**config.mk**
```make
export PLATFORM = sky130hd
export DESIGN_NAME = gabor_conv_sequencer
export DESIGN_NICKNAME = d
export VERILOG_FILES = /design/src/rtl/gabor_pkg.sv /design/src/rtl/gabor_window_addr_gen.sv /design/src/rtl/gabor_conv_sequencer.sv
export SDC_FILE = /design/constraint.sdc
export NUM_CORES = 1
export LEC_CHECK = 0
export ABC_AREA = 0
export BUFFER_PORTS_ARGS = -buffer_cell sky130_fd_sc_hd__buf_2
export CAP_MARGIN = 20
export CORE_MARGIN = 1
export CORE_UTILIZATION = 40
export DETAILED_ROUTE_END_ITERATION = 12
export GPL_TIMING_DRIVEN = 0
export PLACE_DENSITY = 0.64
export SYNTH_ARGS = -nofsm -noshare
export SYNTH_HDL_FRONTEND = slang
export SYNTH_SLANG_ARGS = --single-unit
```
**constraint.sdc**
```tcl
create_clock -name clk -period 3.25 [get_ports clk]
set_input_delay 0.8125 -clock clk [delete_from_list [all_inputs] [get_ports clk]]
set_output_delay 0.8125 -clock clk [all_outputs]
set_load 0.02 [all_outputs]
```
**src/rtl/gabor_pkg.sv**
```systemverilog
// Shared geometry, derived counts and FSM encoding for the Gabor convolution sequencer.
// Purely declarative: no latency, no flow control.
package gabor_pkg;
   localparam int IMG_W = 16;
   localparam int IMG_H = 16;
   localparam int K     = 3;
   localparam int AW    = 8;
   localparam int OW    = 8;
   localparam int TW    = 4;
   localparam int M     = (K - 1) / 2;
   localparam int NPIX  = IMG_W * IMG_H;
   localparam int NCX   = IMG_W - K + 1;
   localparam int NCY   = IMG_H - K + 1;
   localparam int NCENT = NCX * NCY;
   localparam int NTAPS = K * K;

   typedef logic [AW:0] addr_ext_t;

   typedef enum logic [2:0] {
      IDLE,
      LOAD,
      CONV,
      DRAIN,
      DONE
   } state_t;
endpackage

```
**src/rtl/gabor_window_addr_gen.sv**
```systemverilog
// Walks the KxK window over every interior centre, one tap per advance; address is combinational
// from the counters. Holds on the final tap until cleared, so it never wraps within a pass.
module gabor_window_addr_gen
   import gabor_pkg::*;
(
   input  logic          clk,
   input  logic          reset,
   input  logic          clear,
   input  logic          advance,
   output logic [AW-1:0] read_address,
   output logic [TW-1:0] tap_idx,
   output logic          first_tap,
   output logic          last_tap,
   output logic          final_tap
);
   // Row/column counters hold the window's top-left corner, i.e. centre minus margin.
   addr_ext_t     ro_q, ro_d, co_q, co_d;
   logic [TW-1:0] kr_q, kr_d, kc_q, kc_d;
   logic          kc_end, kr_end, c_end, r_end;
   addr_ext_t     row_sum, col_sum, addr_ext;

   always_comb begin
      ro_d     = ro_q;
      co_d     = co_q;
      kr_d     = kr_q;
      kc_d     = kc_q;
      kc_end   = (kc_q == TW'(K - 1));
      kr_end   = (kr_q == TW'(K - 1));
      c_end    = (co_q == addr_ext_t'(NCX - 1));
      r_end    = (ro_q == addr_ext_t'(NCY - 1));
      first_tap = (kr_q == '0) && (kc_q == '0);
      last_tap  = kc_end && kr_end;
      final_tap = last_tap && c_end && r_end;
      if (advance && !final_tap) begin
         if (!kc_end) begin
            kc_d = kc_q + 1'b1;
         end else begin
            kc_d = '0;
            if (!kr_end) begin
               kr_d = kr_q + 1'b1;
            end else begin
               kr_d = '0;
               if (!c_end) begin
                  co_d = co_q + 1'b1;
               end else begin
                  co_d = '0;
                  ro_d = ro_q + 1'b1;
               end
            end
         end
      end
      row_sum      = ro_q + addr_ext_t'(kr_q);
      col_sum      = co_q + addr_ext_t'(kc_q);
      addr_ext     = row_sum * addr_ext_t'(IMG_W) + col_sum;
      read_address = addr_ext[AW-1:0];
      tap_idx      = kr_q * TW'(K) + kc_q;
   end

   always_ff @(posedge clk) begin
      if (reset || clear) begin
         ro_q <= '0;
         co_q <= '0;
         kr_q <= '0;
         kc_q <= '0;
      end else begin
         ro_q <= ro_d;
         co_q <= co_d;
         kr_q <= kr_d;
         kc_q <= kc_d;
      end
   end
endmodule

```
**src/rtl/gabor_conv_sequencer.sv**
```systemverilog
// Sequences load, KxK convolution issue and result write-back for one pass; tap strobes lag
// read_address by one cycle, DRAIN waits indefinitely for the ALU, done is a single-cycle pulse.
module gabor_conv_sequencer
   import gabor_pkg::*;
(
   input  logic          clk,
   input  logic          reset,
   input  logic          conv,
   input  logic          wr_valid,
   output logic          mem_we,
   output logic [AW-1:0] write_address,
   output logic [AW-1:0] read_address,
   output logic [TW-1:0] kernel_addr,
   output logic          pixel_valid,
   output logic          acc_clear,
   output logic          last_tap,
   input  logic          result_valid,
   output logic          out_we,
   output logic [OW-1:0] out_addr,
   output logic          busy,
   output logic          done
);
   state_t        state_q, state_d;
   logic [AW:0]   wcnt_q, wcnt_d;
   logic [OW:0]   rcnt_q, rcnt_d;
   logic          pv_q, clr_q, last_q;
   logic [TW-1:0] kaddr_q;

   logic          issue, wr_acc, res_acc;
   logic [AW-1:0] gen_addr;
   logic [TW-1:0] gen_tap;
   logic          gen_first, gen_last, gen_final;

   gabor_window_addr_gen u_win (
      .clk          (clk),
      .reset        (reset),
      .clear        (!issue),
      .advance      (issue),
      .read_address (gen_addr),
      .tap_idx      (gen_tap),
      .first_tap    (gen_first),
      .last_tap     (gen_last),
      .final_tap    (gen_final)
   );

   assign issue   = (state_q == CONV);
   assign wr_acc  = (state_q == LOAD) && wr_valid;
   assign res_acc = ((state_q == CONV) || (state_q == DRAIN)) && result_valid &&
                    (rcnt_q < (OW+1)'(NCENT));

   always_comb begin
      state_d = state_q;
      wcnt_d  = wcnt_q;
      rcnt_d  = rcnt_q;
      case (state_q)
         IDLE: begin
            wcnt_d = '0;
            rcnt_d = '0;
            if (conv) state_d = LOAD;
         end
         LOAD: begin
            if (wr_acc) begin
               wcnt_d = wcnt_q + 1'b1;
               if (wcnt_q == (AW+1)'(NPIX - 1)) state_d = CONV;
            end
         end
         CONV:    if (gen_final) state_d = DRAIN;
         DRAIN:   state_d = DRAIN;
         DONE:    state_d = IDLE;
         default: state_d = IDLE;
      endcase
      // Results are counted in CONV as well, so completion may preempt the CONV->DRAIN move.
      if (res_acc) begin
         rcnt_d = rcnt_q + 1'b1;
         if (rcnt_q == (OW+1)'(NCENT - 1)) state_d = DONE;
      end
   end

   assign mem_we        = wr_acc;
   assign write_address = wr_acc ? wcnt_q[AW-1:0] : '0;
   assign read_address  = issue ? gen_addr : '0;
   assign out_we        = res_acc;
   assign out_addr      = res_acc ? rcnt_q[OW-1:0] : '0;
   assign busy          = (state_q != IDLE);
   assign done          = (state_q == DONE);
   assign pixel_valid   = pv_q;
   assign kernel_addr   = kaddr_q;
   assign acc_clear     = clr_q;
   assign last_tap      = last_q;

   always_ff @(posedge clk) begin
      if (reset) begin
         state_q <= IDLE;
         wcnt_q  <= '0;
         rcnt_q  <= '0;
         pv_q    <= 1'b0;
         kaddr_q <= '0;
         clr_q   <= 1'b0;
         last_q  <= 1'b0;
      end else begin
         state_q <= state_d;
         wcnt_q  <= wcnt_d;
         rcnt_q  <= rcnt_d;
         pv_q    <= issue;
         kaddr_q <= issue ? gen_tap : '0;
         clr_q   <= issue && gen_first;
         last_q  <= issue && gen_last;
      end
   end
endmodule
```
Word-level counts from Yosys, hierarchy flattened
Index checks and enable logic that the tools add are counted.

Output and inout port bits: 35. Logic and storage cells: 77. Register bits after elaboration: 54. Input port bits: 5.

Multiplexer cells: 17. Reduce and logical (&&, ||, !) cells: 25. $lt $le $gt $ge: 1. Bitwise gates (word level): 1. Multiply operators: 1. Equality and inequality tests: 11. Add/sub/neg operators: 10.

Operator list (count): $add A9 B1 Y9 const B (4); $mux W9 (4); $mux W8 (3); $eq A9 B4 Y1 const B (2); $eq A9 B8 Y1 const B (2); $mux W3 (6); $pmux W9 S2 (1); $pmux W3 S4 (1); $logic_and A1 B1 Y1 (10); $lt A9 B8 Y1 const B (1); $add A4 B1 Y4 const B (2); $add A4 B4 Y4 (2); $add A8 B4 Y8 (1); $add A8 B8 Y8 (1); $eq A4 B2 Y1 const B (2); $logic_not A4 Y1 (2); $mux W4 (2); $eq A3 B2 Y1 const B (2); $mul A4 B2 Y4 const B (1); $reduce_and A2 Y1 (2); $reduce_and A4 Y1 (1); $reduce_bool A2 Y1 (2); $eq A3 B1 Y1 const B (1); $eq A3 B3 Y1 const B (1); other kinds (8) (10).

Logic depth before layout (Yosys ltp)
Gate-level depths: netlist of run 1.

Word-level depth: 8. Mapped depth: 9. Gate-level depth less buffers: 9.

Modules after synthesis
From an unflattened synthesis of run 1, not the netlist that was laid out.

Cells, all modules: 385. Area, all modules: 3304.4 um^2.

Modules (own cells, without submodules): gabor_window_addr_gen (cells each 227, seq. area each 520.5 um^2, area an instance 1925.6 um^2, times used 1); gabor_conv_sequencer (cells each 158, seq. area each 560.5 um^2, area an instance 1378.8 um^2, times used 1).

Least setup slack after synthesis of run 1
Ideal clock, no wire load.

Path kind: input -> output. Start: input port result_valid. End: output port out_addr[0]. Path buffers: 1. Cell stages on the path: 5. Arrival time: 2375 ps. Setup slack: 63 ps. Data required time: 2438 ps. Path through: nor4bb_1 -> o21ai_1 -> inv_1 -> clkbuf_1 -> and2_1.

Longest elaborated chain between the ends: 3.

RTL lines: from (decl) (line gabor_conv_sequencer.sv:17) `input logic result_valid,`; $logic_and A1 B1 Y1 (2 in a row) (line gabor_conv_sequencer.sv:48) `assign res_acc = ((state_q == CONV) || (state_q == DRAIN)) && result_valid &&`; via out_we (line gabor_conv_sequencer.sv:18) `output logic out_we,`; $mux W8 (line gabor_conv_sequencer.sv:83) `assign out_addr = res_acc ? rcnt_q[OW-1:0] : '0;`; to (decl) (line gabor_conv_sequencer.sv:19) `output logic [OW-1:0] out_addr,`.

The timed path passes the listed nets, and every way through them passes these cells.

Worst setup path after layout of run 1
Start: register u_win.ro_q[0]. End: output port read_address[6].

Longest elaborated chain between the ends: 3.

RTL lines: from (decl) (line gabor_window_addr_gen.sv:17) `addr_ext_t ro_q, ro_d, co_q, co_d;`; from (signal assigned) (line gabor_window_addr_gen.sv:66) `ro_q <= ro_d;`; $add A4 B4 Y4 (line gabor_window_addr_gen.sv:52) `row_sum = ro_q + addr_ext_t'(kr_q);`; $add A8 B8 Y8 (line gabor_window_addr_gen.sv:54) `addr_ext = row_sum * addr_ext_t'(IMG_W) + col_sum;`; $mux W8 (line gabor_conv_sequencer.sv:81) `assign read_address = issue ? gen_addr : '0;`; to (decl) (line gabor_conv_sequencer.sv:12) `output logic [AW-1:0] read_address,`.

No other way between the ends.

==> results of run 1 <==
metrics by stage:
| stage | utilization | cells | hold slack [ns] |
|---|---|---|---|
| after floorplan | - | 382 | 0.4084 |
| after global placement | 0.4561 | 523 | 0.4152 |
| after detailed placement | 0.4561 | 523 | 0.4205 |
| after CTS | 0.4846 | 535 | 0.4706 |
| after global routing | 0.4882 | 539 | 0.4994 |
| final | 0.4882 | 539 | 0.4680 |
cells in the mapped netlist, types with 5 or more instances:
| master | count |
|---|---|
| a21oi_1 | 22 |
| and2_1 | 16 |
| and3_1 | 10 |
| clkbuf_1 | 5 |
| dfxtp_1 | 54 |
| fa_1 | 5 |
| ha_1 | 24 |
| inv_1 | 18 |
| nand2_1 | 24 |
| nand3_1 | 20 |
| nand4_1 | 5 |
| nor2_1 | 62 |
| nor3_1 | 9 |
| nor4_1 | 6 |
| o21ai_0 | 9 |
| or3_1 | 6 |
| xnor2_1 | 19 |
| xor2_1 | 13 |
worst max-delay path: stages (launching register included):
cell and delay (ns):
dfxtp_4 0.37, ha_4 0.16, fa_2 0.33, xor2_1 0.16
ha_1 0.31, buf_4 0.14, or4b_4 0.50, nand3_2 0.09
buf_6 0.12
cell families after synthesis:
logic type               count (synthesis)  share of synthesized area
AND/OR/NAND/NOR                        186                     0.3068
adder cells (fa/ha/maj)                 29                     0.1251
XOR/XNOR                                32                    0.08753
flip-flops                              54                     0.3376
buffers and inverters                   30                    0.04455
AO/OA/AOI/OAI                           50                    0.09535
multiplexers                             1                   0.003126
repair_timing:
action / in CTS / in global routing
buffers inserted: 4 / 3
resized for setup: 21 / 0
pin swaps: 8 / 7
endpoints found under the setup margin: 8 / 2
cloned: 0 / 0
final timing paths:
path / end / cells after the start / slack [ns]
min reg2reg: rcnt_q[8]$_SDFFE_PP0P_ / 2 / 0.47
max: read_address[6] / 8 / -0.07
min: rcnt_q[8]$_SDFFE_PP0P_ / 2 / 0.47
max reg2reg: u_win.ro_q[3]$_SDFFE_PP0P_ / 5 / 0.82
state kept, by name (all words and copies together), names as in the netlist:
register / flops
rcnt_q: 9
u_win.co_q: 9
u_win.ro_q: 9
wcnt_q: 9
kernel_addr: 4
u_win.kc_q: 4
u_win.kr_q: 4
state_q: 3
acc_clear: 1
last_tap: 1
pixel_valid: 1
layout by cell type, fill, tap and decap left out, types with 8 or more instances in the layout:
master / instances
nand3_1: 19
buf_4: 8
a21oi_1: 22
xnor2_1: 19
dfxtp_1: 50
ha_1: 23
buf_2: 40
nor2_1: 61
xor2_1: 13
and2_1: 16
o21ai_0: 9
nand2_1: 24
inv_1: 18
nor3_1: 9
and3_1: 10
report_power, final:
group | internal, mW | switching (mW)
Sequential | 0.661 | 0.00104
Clock | 0.230 | 0.229
Combinational | 0.0100 | 0.0190
Total | 0.901 | 0.249
layer usage:
layer,routed length [µm],part of all wire
met5,0,0
met4,68,0.0093
met3,296,0.041
met2,3357,0.46
met1,3582,0.49
cell type report:
class / count / area [µm²]
fill: 763 / 3955
multi-input combinational: 298 / 2036
sequential: 54 / 1091
timing repair buffer: 47 / 265.3
tap: 102 / 127.6
buffer: 12 / 75.07
clock buffer: 6 / 72.57
inverter: 18 / 67.56
clock inverter: 2 / 37.54
==> results.yml, run 1 <==
yosys:
  yosys.area.top_type: "dfxtp_1"
  syn_area_um2: 3202
  synth-main-ff-cell: "dfxtp_1"
  synthArstFlopShare: 0
  syn-num-nets: 416
  synthDistinctLibCells: 50
  yosys_warnings: 0
  ys_seq_area_frac: 0.3376
  synth.top_cell.area_share: 0.3376
  synthCells: 382
  synthTopCellsByArea: "dfxtp_1 34%, ha_1 9.4%, nor2_1 7.3%, xnor2_1 5.2%, xor2_1 3.6%"
  syn_area_per_cell_um2: 8.382
  synth-seq-cells: 54
  synth_edf_count: 0
routing:
  vias: 2781
  drt_iter0_drc: 87
  drc: 0
  avgViaCountPerCell: 5.160
  ant_nets: 0
  first_pass_iters: 4
  drt_wl_total_um: 7304
  post_drt_wl_per_cell_um: 13.55
timing:
  relSlewSlack: 0.5971
  timing.final.crit_share: 1.021
  fmax_mhz: 301.2
  finalCriticalPeriod_ns: 3.320
  finalWorstSetupSlack_ns: -0.06953
  setup_viol: 2
  rsz0062_at_grt: "true"
  tightest_slew_ns: 0.6031
  slew_violations: 0
  final.setup_skew_ns: 0.01056
  fin_setup_tns_ns: -0.1207
  finalHoldViolations: 0
status:
  violations: "negative setup slack"
  status: "finished with violations"
final_layout:
  design_area_um2: 3772
  num-nets-final: 470
  diodes: 0
  areaGrowthSynthToFinish_pct: 17.82
  drive_above_1_share: 0.1785
clock_network:
  numCtsBuffers: 5
  clk_pin_slew_worst_paths_ns: 0.10
  clock-sinks: 54
  clk_path_buf_depth: 2
  cts_tree: "done"
  cts_hold_buf: 0
  cts_max_level: 2
  cts-root-buf: "clkbuf_8"
  clk_latency_ns: 0.31
global_route:
  grt.busiest_layer: "met2"
  antenna_found_initial: 0
  track_usage: 0.1821
  grtUsageMet2: 0.2995
  grt_pass1_vias: 2558
  overflow: 0
  grt_max_degree: 17
  use_met3: 0.03350
  use_met1: 0.2469
  grt_first_pass_wirelength_um: 12250
floorplanning:
  dieWidth_um: 91.47
  row_count: 32
  die_area_um2: 8367
  core_area_um2: 7727
  die_h_um: 91.47
  io_pins: 40
  start_util: 0.4143
hold_path:
  hp-start: "rcnt_q[8]$_SDFFE_PP0P_"
  hold_path_class: "flip-flop to flip-flop"
placement:
  port_buffers: 39
  dp_hpwl_um: 5298
  placed_cell_area_um2: 3525
  dp_slack_ns: -0.3373
  gp_congestion: 0.8364
power_and_ir_drop:
  cellLeakagePower_nw: 1.606
  p_per_area_nw_per_um2: 305.0
  finalPower_mw: 1.151
  peakVddDrop_uv: 192.5
setup_path:
  cp.arrival_ns: 2.51
  reg2reg_from: "u_win.kc_q[1]$_SDFFE_PP0N_"
  cp_data_required_time_ns: 2.44
  crit_fanout: 2
  cp-start-kind: "flip-flop"
  endpoint_kind: "output pin"
  startpoint: "u_win.ro_q[0]$_SDFFE_PP0P_"
  crit_type: "flip-flop to output pin"
job:
  cap_violations: 0
Note: power is estimated with default switching activity, not from simulation.
==> run 2, diff against run 1 <==
Settings changed: CTS_BUF_LIST from default to sky130_fd_sc_hd__clkbuf_8 sky130_fd_sc_hd__clkbuf_16, SKIP_LAST_GASP from default to 1.
==> run 2 against run 1 <==
  * First-iteration DRC count fell by 8.0%
  * Maximum frequency barely moved
  * Non-clock buffer count shrank 1
  * Sequential power barely moved
  * Core utilization unchanged
  * Clock skew is 0.00078 ns higher
  * Worst setup slack got worse by 0.0030 ns
  * Count of clock-buffer cells in the layout fell by 1
  * The run still ends with negative setup slack left
  * Sequential cell count did not move
  * Global-route usage decreased by 0.21 points
==> results.yml, run 2 (synthesis gave the netlist of run 1 again) <==
placement:
  gp_congestion: 0.8364
  dp_slack_ns: -0.3373
  dp_hpwl_um: 5298
  port_buffers: 39
  dp.cells: 523
  placed_cell_area_um2: 3525
floorplanning:
  io_pins: 40
  start_util: 0.4143
  die_area_um2: 8367
  row_count: 32
  die_h_um: 91.47
  core_area_um2: 7727
  dieWidth_um: 91.47
global_route:
  antenna_found_initial: 0
  overflow: 0
  track_usage: 0.1800
  grt_first_pass_wirelength_um: 12120
  grt_max_degree: 17
  grt_pass1_vias: 2538
timing:
  setup_viol: 2
  timing.final.crit_share: 1.022
  finalWorstSetupSlack_ns: -0.07251
  fmax_mhz: 301.0
  fin_setup_tns_ns: -0.1124
  final.setup_skew_ns: 0.01134
  rsz0062_at_grt: "true"
  finalHoldViolations: 0
  tightest_slew_ns: 1.178
  finalCriticalPeriod_ns: 3.323
  relSlewSlack: 0.2131
  slew_violations: 0
clock_network:
  clk_path_buf_depth: 2
  numCtsBuffers: 5
  cts_tree: "done"
  cts_max_level: 2
  cts-root-buf: "clkbuf_8"
  clk_pin_slew_worst_paths_ns: 0.10
  clk_latency_ns: 0.31
  clock-sinks: 54
routing:
  vias: 2799
  drc: 0
  drt_iter0_drc: 80
  ant_nets: 0
  first_pass_iters: 4
  drt_wl_total_um: 7233
  avgViaCountPerCell: 5.203
  post_drt_wl_per_cell_um: 13.44
final_layout:
  num-nets-final: 469
  num-fill-cells: 759
  areaGrowthSynthToFinish_pct: 17.82
  design_area_um2: 3772
  final_common_cell: "nor2_1"
  diodes: 0
  layout.cells.non_filler: 538
  drive_above_1_share: 0.1789
  final_cell_mix: "61 x nor2_1, 49 x dfxtp_1, 40 x buf_2, 24 x nand2_1, 23 x ha_1"
status:
  violations: "negative setup slack"
  status: "finished with violations"
setup_path:
  reg2reg_from: "state_q[2]$_SDFF_PP0_"
  cp-start-kind: "flip-flop"
  endpoint_kind: "output pin"
  crit_fanout: 2
  cp_data_required_time_ns: 2.44
  cp.arrival_ns: 2.51
  startpoint: "u_win.ro_q[0]$_SDFFE_PP0P_"
  crit_type: "flip-flop to output pin"
power_and_ir_drop:
  finalPower_mw: 1.149
  p_per_area_nw_per_um2: 304.5
  peakVddDrop_uv: 192.6
  cellLeakagePower_nw: 1.607
job:
  cap_violations: 0
hold_path:
  hold_path_class: "flip-flop to flip-flop"
  hp-start: "rcnt_q[8]$_SDFFE_PP0P_"
[run 2: path summary, 6_finish.rpt]
| path | endpoint | slack, ns | cells past startpoint |
|---|---|---|---|
| hold reg to reg | rcnt_q[8]$_SDFFE_PP0P_ | 0.47 | 2 |
| setup reg to reg | u_win.co_q[3]$_SDFFE_PP0P_ | 0.60 | 6 |
| setup / recovery | read_address[6] | -0.07 | 8 |
| hold / removal | rcnt_q[8]$_SDFFE_PP0P_ | 0.47 | 2 |
[run 2: where the power goes]
| part | switching (mW) | internal [mW] | leakage, nW | total [mW] |
|---|---|---|---|---|
| Sequential | 0.00103 | 0.661 | 0.438 | 0.662 |
| Clock | 0.230 | 0.227 | 0.0556 | 0.458 |
| Combinational | 0.0190 | 0.0100 | 1.11 | 0.0290 |
| Total | 0.250 | 0.898 | 1.61 | 1.15 |
[run 2: cell type report]
class	count	area [µm²]	area share
Inverter	18	67.56	0.01791
Sequential cell	54	1092	0.2896
Buffer	12	75.07	0.01990
Clock buffer	5	68.82	0.01824
Multi-Input combinational cell	298	2036	0.5396
Clock inverter	3	41.29	0.01095
Tap cell	102	127.6	0.03383
Timing Repair Buffer	46	264.0	0.06998
[run 2: repair_timing]
item	in CTS	in global routing
hold buffers	0	0
gates cloned	0	0
resized for setup	20	3
setup buffers	4	3
setup endpoints to repair	8	2
pin swaps	6	9
[run 2: critical path: stages, from the launching register on]
cell	delay, ns
dfxtp_4	0.37
ha_4	0.16
fa_2	0.33
xor2_1	0.16
ha_1	0.31
buf_4	0.14
or4b_4	0.50
nand3_2	0.09
buf_6	0.12
[run 2: metrics by stage]
step	hold WS, ns	utilization
3_5_place_dp	0.4205	0.4561
6_report	0.4681	0.4882
5_1_grt	0.4995	0.4882
4_1_cts	0.4707	0.4840
3_3_place_gp	0.4152	0.4561
2_1_floorplan	0.4084	-
[run 2: metal layers]
layer  routed length (µm)  up-vias  track usage
met3                  306        6      0.03350
met1                 3571     1310       0.2464
li1                     -     1437            -
met5                    0        -            0
met2                 3287       46       0.2926
met4                   67        0      0.03968
